[src/rtl/ping_pong_scheduler.sv]
// Round-robin shared up/down ping-pong counter: two requesters each ask for a
// bounded sweep with a given number of direction reversals.
module ping_pong_scheduler #(
    parameter int WIDTH = 4,
    parameter int BW    = 4
) (
    input  logic             clk,
    input  logic             rst,
    input  logic [1:0]       req,
    input  logic [WIDTH-1:0] lo0,
    input  logic [WIDTH-1:0] hi0,
    input  logic [WIDTH-1:0] lo1,
    input  logic [WIDTH-1:0] hi1,
    input  logic [BW-1:0]    bnc0,
    input  logic [BW-1:0]    bnc1,
    input  logic             hold,
    output logic [1:0]       gnt,
    output logic             busy,
    output logic [WIDTH-1:0] out,
    output logic             direction,
    output logic [1:0]       done,
    output logic [1:0]       err
);

    typedef enum logic [1:0] {IDLE, RUN, DONE} state_t;

    state_t           state_reg, state_next;
    logic [WIDTH-1:0] out_reg, out_next;
    logic             dir_reg, dir_next;
    logic [BW-1:0]    rc_reg, rc_next;
    logic [WIDTH-1:0] lo_reg, lo_next;
    logic [WIDTH-1:0] hi_reg, hi_next;
    logic [BW-1:0]    bnc_reg, bnc_next;
    logic [1:0]       gnt_reg, gnt_next;
    logic             last_reg, last_next;
    logic [1:0]       done_reg, done_next;
    logic [1:0]       err_reg, err_next;
    logic             busy_reg, busy_next;

    logic             win;
    logic [1:0]       win_onehot;
    logic [WIDTH-1:0] win_lo, win_hi;
    logic [BW-1:0]    win_bnc;
    logic             at_bound;

    // When both request, the one not granted last time wins.
    assign win     = (req[0] && req[1]) ? ~last_reg : req[1];
    assign win_lo  = win ? lo1 : lo0;
    assign win_hi  = win ? hi1 : hi0;
    assign win_bnc = win ? bnc1 : bnc0;

    generate
        for (genvar gi = 0; gi < 2; gi++) begin : g_onehot
            assign win_onehot[gi] = (win == 1'(gi));
        end
    endgenerate

    assign at_bound = dir_reg ? (out_reg == hi_reg) : (out_reg == lo_reg);

    always_comb begin
        state_next = state_reg;
        out_next   = out_reg;
        dir_next   = dir_reg;
        rc_next    = rc_reg;
        lo_next    = lo_reg;
        hi_next    = hi_reg;
        bnc_next   = bnc_reg;
        gnt_next   = gnt_reg;
        last_next  = last_reg;
        done_next  = 2'b00;
        err_next   = 2'b00;
        case (state_reg)
            IDLE: begin
                if (|req) begin
                    last_next = win;
                    if (win_lo < win_hi) begin
                        lo_next    = win_lo;
                        hi_next    = win_hi;
                        bnc_next   = win_bnc;
                        out_next   = win_lo;
                        dir_next   = 1'b1;
                        rc_next    = '0;
                        gnt_next   = win_onehot;
                        state_next = RUN;
                    end else begin
                        err_next = win_onehot;
                    end
                end
            end
            RUN: begin
                if (!hold) begin
                    if (at_bound) begin
                        if (rc_reg == bnc_reg) begin
                            state_next = DONE;
                            done_next  = gnt_reg;
                        end else begin
                            // Reverse and step away from the bound in the same cycle.
                            dir_next = ~dir_reg;
                            out_next = dir_reg ? out_reg - 1'b1 : out_reg + 1'b1;
                            rc_next  = rc_reg + 1'b1;
                        end
                    end else begin
                        out_next = dir_reg ? out_reg + 1'b1 : out_reg - 1'b1;
                    end
                end
            end
            DONE: begin
                state_next = IDLE;
                gnt_next   = 2'b00;
            end
            default: state_next = IDLE;
        endcase
        busy_next = (state_next != IDLE);
    end

    always_ff @(posedge clk) begin
        if (rst) begin
            state_reg <= IDLE;
            out_reg   <= '0;
            dir_reg   <= 1'b1;
            rc_reg    <= '0;
            lo_reg    <= '0;
            hi_reg    <= '0;
            bnc_reg   <= '0;
            gnt_reg   <= 2'b00;
            last_reg  <= 1'b1;
            done_reg  <= 2'b00;
            err_reg   <= 2'b00;
            busy_reg  <= 1'b0;
        end else begin
            state_reg <= state_next;
            out_reg   <= out_next;
            dir_reg   <= dir_next;
            rc_reg    <= rc_next;
            lo_reg    <= lo_next;
            hi_reg    <= hi_next;
            bnc_reg   <= bnc_next;
            gnt_reg   <= gnt_next;
            last_reg  <= last_next;
            done_reg  <= done_next;
            err_reg   <= err_next;
            busy_reg  <= busy_next;
        end
    end

    assign gnt       = gnt_reg;
    assign busy      = busy_reg;
    assign out       = out_reg;
    assign direction = dir_reg;
    assign done      = done_reg;
    assign err       = err_reg;

endmodule
[config.mk]
export PLATFORM = sky130hd
export DESIGN_NAME = ping_pong_scheduler
export DESIGN_NICKNAME = d
export VERILOG_FILES = /design/src/rtl/ping_pong_scheduler.sv
export SDC_FILE = /design/constraint.sdc
export NUM_CORES = 1
export LEC_CHECK = 0
export ABC_CLOCK_PERIOD_IN_PS = 6550
export BUFFER_PORTS_ARGS = -buffer_cell sky130_fd_sc_hd__buf_2
export CAP_MARGIN = 20
export CORE_MARGIN = 3
export CORE_UTILIZATION = 56
export CTS_CLUSTER_SIZE = 8
export DETAILED_ROUTE_END_ITERATION = 16
export PLACE_DENSITY = 0.87
export SYNTH_ARGS = -nofsm -noshare
export SYNTH_HDL_FRONTEND = slang
export SYNTH_SLANG_ARGS = --single-unit
[constraint.sdc]
create_clock -name clk -period 6.55 [get_ports clk]
set_input_delay 0.655 -clock clk [delete_from_list [all_inputs] [get_ports clk]]
set_output_delay 0.655 -clock clk [all_outputs]
set_load 0.02 [all_outputs]
==> After elaboration in Yosys (flattened, before gate mapping) <==
Cells that the tools add are included.
{ "totals": {"ff_bits": 31, "out_inout_bits": 12, "elab_cells": 82} }
{ "op_classes": {"n_addsub": 3, "magnitude_cmp": 1, "n_eq_ne": 11, "mux": 34, "bitwise_logic": 8, "reduce_logical": 13} }
{ "ops": {"columns": ["cell", "n"], "rows": [
  ["4-bit two-way mux", 15],
  ["4-bit case mux with 2 select lines", 2],
  ["2-bit two-way mux", 7],
  ["4-bit == test", 3],
  ["2-bit inequality test, second input constant", 5],
  ["4-bit by 1-bit adder with 4-bit output, second input constant", 2],
  ["1-bit NOT", 8],
  ["2-bit case mux with 2 select lines", 2],
  ["1-bit two-way mux", 7],
  ["3-bit AND reduction", 2],
  ["6-bit AND reduction", 1],
  ["2-bit nonzero test", 3],
  ["5-bit AND reduction", 1],
  ["5-bit OR reduction", 1],
  ["4-bit < comparator", 1],
  ["4-bit OR reduction", 1],
  ["4-bit by 1-bit subtractor with 4-bit output, second input constant", 1],
  ["3-bit inequality test, second input constant", 1],
  ["2-bit by 1-bit == test with 1-bit output, second input constant", 1],
  ["2-bit == test, second input constant", 1],
  ["2-bit zero test", 1],
  ["1-bit case mux with 2 select lines", 1],
  ["2-bit AND reduction", 1],
  ["2-bit OR reduction", 1],
  ["1-bit logical AND", 1]
]} }

==> Logic depth before layout (Yosys ltp) <==
Gate-level depths: netlist of run 1.
{ "depth": {"word_depth": 8, "depth_mapped": 11, "depth_no_buf": 11} }

==> Least setup slack after synthesis of run 1 <==
Ideal clock, no wire load.
{ "synth_path": {"kind": "input port to flip-flop", "from": "input port req[1]", "to": "register out_reg[2] (netlist: out[2])", "arrival_time_ns": 3.334, "required_ns": 6.471, "slack_ns": 3.137, "cell_stages": 11, "path_cell_list": "a21boi_4 -> buf_1 -> mux2i_1 -> ha_1 -> a21o_1 -> a21oi_1 -> o31ai_1 -> nor4_4 -> a21oi_2 -> or4_1 -> o211ai_1"} }
{ "synth_between": {"elab_chain_cells": 6, "elab_cells_between_ends": 12, "cone_classes": "order compare (1); eq/ne (2); mux (6); reduce/logical (3)"} }
{ "synth_lines": {"columns": ["element", "line_no", "source"], "rows": [
  ["from (decl)", "9", "input logic [1:0] req,"],
  ["1-bit logical AND", "47", "assign win = (req[0] && req[1]) ? ~last_reg : req[1];"],
  ["1-bit two-way mux", "47", null],
  ["4-bit two-way mux (on tied branches)", "48, 49", null],
  ["4-bit < comparator / 4-bit two-way mux (equally long branches)", "76", "if (win_lo < win_hi) begin"],
  ["2-bit inequality test (no line) / 4-bit two-way mux (equally long branches)", null, null],
  ["5-bit AND reduction (no line) / 4-bit case mux with 2 select lines (equally long branches)", null, null],
  ["to (signal assigned)", "132", "out_reg <= out_next;"],
  ["to (decl)", "28", "logic [WIDTH-1:0] out_reg, out_next;"]
]} }
Parallel ways exist; a longest one is shown, timed or not. The select of a mux whose other input is x is not followed.
A chain may end at the register's enable or synchronous reset.

==> Final worst setup path of run 1 <==
{ "layout_path": {"from": "input port req[0]", "to": "register out_reg[2] (netlist: out[2])"} }
{ "layout_between": {"elab_chain_cells": 6, "elab_cells_between_ends": 12, "cone_classes": "order compare (1); eq/ne (2); mux (6); reduce/logical (3)"} }
{ "layout_lines": {"columns": ["element", "line_no", "source"], "rows": [
  ["1-bit logical AND (*)", "47", null],
  ["1-bit two-way mux (*)", "47", null],
  ["4-bit two-way mux (*)", "48", "assign win_lo = win ? lo1 : lo0;"],
  ["named net win_lo[2]", "42", "logic [WIDTH-1:0] win_lo, win_hi;"],
  ["4-bit < comparator / 4-bit two-way mux (equally long branches)", "76", null],
  ["2-bit inequality test (no line) / 4-bit two-way mux (equally long branches)", null, null],
  ["5-bit AND reduction (no line) / 4-bit case mux with 2 select lines (equally long branches)", null, null]
]} }
The timed path passes the listed nets; every way through them passes the cells marked *. The select of a mux whose other input is x is not followed.

==> results.json, run 1 <==
{
  "status": "finished clean",
  "wire_per_inst_um": 13.60,
  "worst_slew_pin_slew_ps": 576.3,
  "yosys_warnings": 0,
  "die_h_um": 60.14,
  "fin_ws_ps": 3158,
  "drc_errors": 0,
  "ys_seq_area_share_pct": 37.80,
  "io_pins": 41,
  "crit_chain": "buf_2 -> a21boi_4 -> mux2i_1 -> inv_1 -> ha_1 -> a21o_1 -> a21oi_1 -> o31ai_1 -> nor4_4 -> buf_4 -> a21oi_2 -> or4_1 -> o211ai_1",
  "cts_root_buffer": "clkbuf_4",
  "ctsHtreeMaxLevel": 2,
  "die_area_um2": 3617,
  "post-cts-setup-buffers": 0,
  "syn_area_um2": 1642,
  "crit_path_top_delay_cell": "a21boi_4",
  "clk-insertion-delay-late_ps": 330,
  "tns_ps": 0,
  "vias": 1466,
  "grt_antenna_before_repair": 0,
  "grt_pass1_wl_um": 5568,
  "ctsHoldBuffers": 0,
  "post-route-min-period_ps": 3392,
  "pre_cts_ws_ps": 2796,
  "r2r_slack_ps": 3250,
  "initial_core_util_pct": 59.02,
  "power_mw": 0.5555,
  "synth_cell_types": 42,
  "drive_gt1_share_pct": 23.18,
  "internal-power_mw": 0.3473,
  "crit_start": "req[0]",
  "grt_max_degree": 28,
  "synthCells": 181,
  "synth_edf_count": 0,
  "final_util_pct": 68.24,
  "seqPwrFrac_pct": 43.9,
  "clock.fmax_mhz": 294.8,
  "postRouteAntennaNets": 0,
  "cts.sinks": 31,
  "reg2reg_depth": 12,
  "die_w_um": 60.14,
  "report.final.slew_viol_count": 0,
  "power.leakage_nw": 0.8456,
  "hold_violations": 0,
  "hold_path_startpoint": "gnt[0]",
  "synth_area_leaders": "dfxtp_1, mux2i_1, nor2_1",
  "dp_cells": 245,
  "row_count": 19,
  "clock_power_share_pct": 17.7,
  "area_growth_pct": 15.63,
  "pwr_density_cell_nw_per_um2": 292.6,
  "dr.pass1.iters": 4,
  "setup_viol": 0,
  "nets": 256,
  "synthFlopType": "dfxtp_1",
  "irDropWorstVdd_mv": 0.2091,
  "worst_hold_path_type": "flop to flop",
  "gp_congestion": 0.8014,
  "start_kind": "primary input",
  "drt_wl_total_um": 3413,
  "fin_cells": 251,
  "endpoint_kind": "flop",
  "drt-initial-drc-count": 55,
  "crit_type": "primary input to flop",
  "power_switching_mw": 0.2082,
  "cts_made_buffers": 5,
  "ctsResizeCount": 0,
  "p_comb_share_pct": 38.4,
  "syn_area_per_cell_um2": 9.069,
  "clk_pin_slew_worst_paths_ps": 90,
  "cp_max_fo": 27,
  "viasPerCell": 5.841,
  "ys_seq_elements": 31,
  "max_cap_violations": 0,
  "yosys.area.top_type_share_pct": 37.80,
  "cp-endpoint": "out[2]",
  "arrival_ps": 3650,
  "post-synth-top-area-cell": "dfxtp_1",
  "worst-path-stages": 13,
  "r2r-end": "out[2]",
  "place.detailed.hpwl_um": 2601,
  "cp.required_ps": 6800,
  "synth_fp_nets": 216,
  "cts_tree": "built",
  "max-slew-margin-rel_pct": 61.25,
  "r2r-start": "last_reg",
  "async_flop_share_pct": 0,
  "fin_worst_skew_ps": 2.802,
  "antennaDiodeCount": 0,
  "rsz0062_at_grt": "no",
  "grt_overflow": 0,
  "io_buffers": 40,
  "sw_frac_of_total_pct": 37.48,
  "grt_pass1_vias": 1232,
  "grt_usage_pct": 20.87,
  "slowest_delay_ps": 500,
  "core-area_um2": 2781,
  "cts_buffer_depth": 2,
  "min_period_over_period_pct": 51.78,
  "cp_num_buf_inv": 3,
  "worst_path_dominant_cell_family": "compound AO/OA/AOI/OAI gates"
}
[synth_stat cells (3+ instances only)]
library cell  instances
a211oi_1             11
a21oi_1               6
a22oi_1               3
and3_1                3
clkbuf_1              6
dfxtp_1              31
ha_1                  6
inv_1                 5
mux2i_1              20
nand2_1               7
nand3_1               3
nor2_1               30
nor3_1                3
o21ai_0               4
xnor2_1              10
[worst register-to-register path, delay by kind of cell (launching register included)]
kind,cells,cell delay (ps)
AO/OA/AOI/OAI,6,1300
adder cells (fa/ha/maj),1,300
buffers and inverters,2,420
flip-flops,1,360
multiplexers,1,300
AND/OR/NAND/NOR,2,550
[kinds of logic (layout without fill, tap and decap cells)]
| kind of cell | after synthesis | after routing | synth area share [%] |
|---|---|---|---|
| XOR/XNOR | 10 | 10 | 5.335 |
| multiplexers | 21 | 21 | 12.88 |
| adder cells (fa/ha/maj) | 6 | 6 | 4.573 |
| buffers and inverters | 13 | 52 | 3.048 |
| AND/OR/NAND/NOR | 62 | 62 | 19.28 |
| AO/OA/AOI/OAI | 38 | 38 | 17.07 |
| flip-flops | 31 | 31 | 37.81 |
[through the flow]
| stage | hold slack [ps] | area, µm² |
|---|---|---|
| floorplan | 459.6 | 1642 |
| detailed placement | 474.0 | 1857 |
| global placement | 480.5 | 1857 |
| global route | 505.6 | 1898 |
| finish | 492.5 | 1898 |
| CTS | 496.5 | 1898 |
[how the worst min path moves through the flow]
stage | end | slack, ps | depth (start not counted)
after CTS | done[0] | 500 | 1
after global routing | done[0] | 510 | 1
after global placement | lo_reg[3] | 480 | 2
after detailed placement | done[0] | 470 | 1
after floorplan | lo_reg[0] | 460 | 2
final | done[0] | 490 | 1
[layout by cell type, fill, tap and decap left out, types with 2 or more instances in the layout]
master / n
a211oi_1: 11
a21oi_1: 6
a22oi_1: 3
and2_1: 2
and3_1: 3
buf_2: 40
clkbuf_4: 5
dfxtp_1: 31
ha_1: 6
inv_1: 5
mux2i_1: 20
nand2_1: 7
nand2b_1: 2
nand3_1: 3
nand4_1: 2
nor2_1: 30
nor2b_1: 2
nor3_1: 3
nor4_1: 2
o211ai_1: 2
o21ai_0: 4
xnor2_1: 10
[power groups by stage]
| stage | clock network (mW) | registers, mW | logic, mW |
|---|---|---|---|
| detailed placement | 0 | 0.248 | 0.213 |
| floorplan | 0 | 0.253 | 0.157 |
| global route | 0.109 | 0.247 | 0.236 |
| finish | 0.0986 | 0.244 | 0.213 |
| CTS | 0.101 | 0.243 | 0.214 |
| global placement | 0 | 0.247 | 0.209 |
[metal layers]
layer  share of wire [%]  vias to the layer above  GRT usage [%]
li1                    -                      732              -
met1                  45                      671          26.99
met2                  45                       57          32.25
met3                 8.3                        6          6.048
met4                 1.8                        0          8.544
met5                   0                        -              0
[layout make-up]
| cell class | count | area, µm² |
|---|---|---|
| Clock buffer | 6 | 41.29 |
| Sequential cell | 31 | 620.6 |
| Fill cell | 246 | 883.3 |
| Multi-Input combinational cell | 137 | 970.9 |
| Tap cell | 31 | 38.79 |
| Timing Repair Buffer | 41 | 207.7 |
| Inverter | 5 | 18.77 |
(Power assumes the default switching activity.)
==> inputs of run 2 (changes only) <==
ABC_CLOCK_PERIOD_IN_PS = 3300   (was 6550)
CORE_UTILIZATION = 52   (was 56)
PLACE_DENSITY = 0.82   (was 0.87)
clock period = 3.3 ns   (was 6.55 ns; I/O delays follow)
==> results.json, run 2 (same netlist as run 1, synthesis figures left out) <==
{
  "status": "finished clean",
  "pre_cts_ws_ps": 286.9,
  "die_h_um": 62.19,
  "irDropWorstVdd_mv": 0.3323,
  "io_pins": 41,
  "antennaDiodeCount": 0,
  "sw_frac_of_total_pct": 36.28,
  "post-route-min-period_ps": 2896,
  "dr.pass1.iters": 4,
  "report.final.slew_viol_count": 0,
  "core-area_um2": 2877,
  "max-slew-margin-rel_pct": 63.62,
  "drt_wl_total_um": 3564,
  "fin_ws_ps": 403.8,
  "post-cts-setup-buffers": 0,
  "wire_per_inst_um": 13.35,
  "seqPwrFrac_pct": 41.4,
  "grt_max_degree": 27,
  "cts_tree": "built",
  "max_cap_violations": 0,
  "cts.sinks": 31,
  "ctsResizeCount": 0,
  "endpoint_kind": "flop",
  "worst_path_dominant_cell_family": "compound AO/OA/AOI/OAI gates",
  "drc_errors": 0,
  "crit_path_top_delay_cell": "dfxtp_1",
  "drive_gt1_share_pct": 24.89,
  "worst_hold_path_type": "primary input to flop",
  "worst_slew_pin_slew_ps": 541.8,
  "viasPerCell": 5.483,
  "placedInstanceArea_um2": 1893,
  "drt-initial-drc-count": 87,
  "tns_ps": 0,
  "vias": 1464,
  "fin_worst_skew_ps": 3.898,
  "power_switching_mw": 0.4243,
  "internal-power_mw": 0.7453,
  "cp.required_ps": 3490,
  "ctsHtreeMaxLevel": 2,
  "die_area_um2": 3867,
  "whs_ps": 216.5,
  "min_period_over_period_pct": 87.76,
  "r2r_slack_ps": 400,
  "grt_pass1_wl_um": 6168,
  "cts_made_buffers": 5,
  "row_count": 19,
  "design_area_um2": 1962,
  "clk_pin_slew_worst_paths_ps": 90,
  "final_common_cell": "buf_2",
  "grt_pass1_vias": 1374,
  "hold_violations": 0,
  "postRouteAntennaNets": 0,
  "clock_power_share_pct": 21.5,
  "setup_viol": 0,
  "grt_overflow": 0,
  "place.detailed.hpwl_um": 2760,
  "grt_antenna_before_repair": 0,
  "pwr_density_cell_nw_per_um2": 596.2,
  "cts_buffer_depth": 2,
  "cp_max_fo": 26,
  "io_buffers": 40,
  "ctsHoldBuffers": 0,
  "nets": 259,
  "rsz0062_at_grt": "no",
  "p_comb_share_pct": 37.2,
  "cts_root_buffer": "clkbuf_4",
  "gp_congestion": 0.8447,
  "arrival_ps": 3090,
  "power.leakage_nw": 0.8750,
  "start_kind": "flop",
  "initial_core_util_pct": 57.07,
  "cp_num_buf_inv": 3,
  "die_w_um": 62.19,
  "layout_common_cells": "buf_2, dfxtp_1, nor2_1, mux2i_1, a211oi_1",
  "grt_usage_pct": 19.70,
  "slowest_delay_ps": 360,
  "clock.fmax_mhz": 345.3,
  "crit_chain": "a21boi_4 -> mux2i_1 -> inv_1 -> ha_1 -> a21o_1 -> a21oi_1 -> o31ai_1 -> buf_4 -> nor4_4 -> buf_4 -> nor2_1 -> nor2_1 -> nor3_1",
  "clk-insertion-delay-late_ps": 320,
  "crit_type": "flop to flop",
  "area_growth_pct": 19.51
}
==> run 2: cell types whose count changed in the layout (fill, tap and decap cells not counted), sizes merged <==
| cell | previous run | this run |
|---|---|---|
| clkbuf | 6 | 8 |
| buf | 41 | 44 |
==> run 2: stage by stage <==
stage | power [mW] | cells | util, %
3_5_place_dp | 0.9270 | 259 | 65.81
6_report | 1.170 | 267 | 68.20
5_1_grt | 1.261 | 267 | 68.20
2_1_floorplan | 0.8123 | 181 | -
3_3_place_gp | 0.9179 | 259 | 65.81
4_1_cts | 1.177 | 267 | 68.20
==> run 2: power groups by stage <==
stage	clock [mW]	combinational, mW	sequential (mW)
after floorplan	0	0.311	0.502
after global placement	0	0.428	0.490
after detailed placement	0	0.435	0.492
after CTS	0.256	0.438	0.483
after global routing	0.279	0.487	0.494
final	0.251	0.435	0.484
==> run 2: area by class of cell <==
class                           count  area, µm²
Multi-Input combinational cell    137      970.9
Fill cell                         250      914.6
Sequential cell                    31      620.6
Timing Repair Buffer               44      230.2
Clock buffer                        8      68.82
Tap cell                           42      52.55
Inverter                            5      18.77
==> run 2: path summary, 6_finish.rpt <==
path | cells after the start | endpoint | start
hold / removal | 2 | state_reg[1] | hold
setup reg to reg | 13 | rc_reg[2] | last_reg
hold reg to reg | 1 | done[0] | gnt[0]
setup / recovery | 13 | rc_reg[2] | last_reg
==> run 2: routing by layer <==
metal  routed length [µm]  up-vias  track usage [%]
met5                    0        -                0
met3                  278        5            5.946
met1                 1630      657            25.83
met2                 1602       56            30.24
met4                   53        0            7.735
li1                     -      746                -
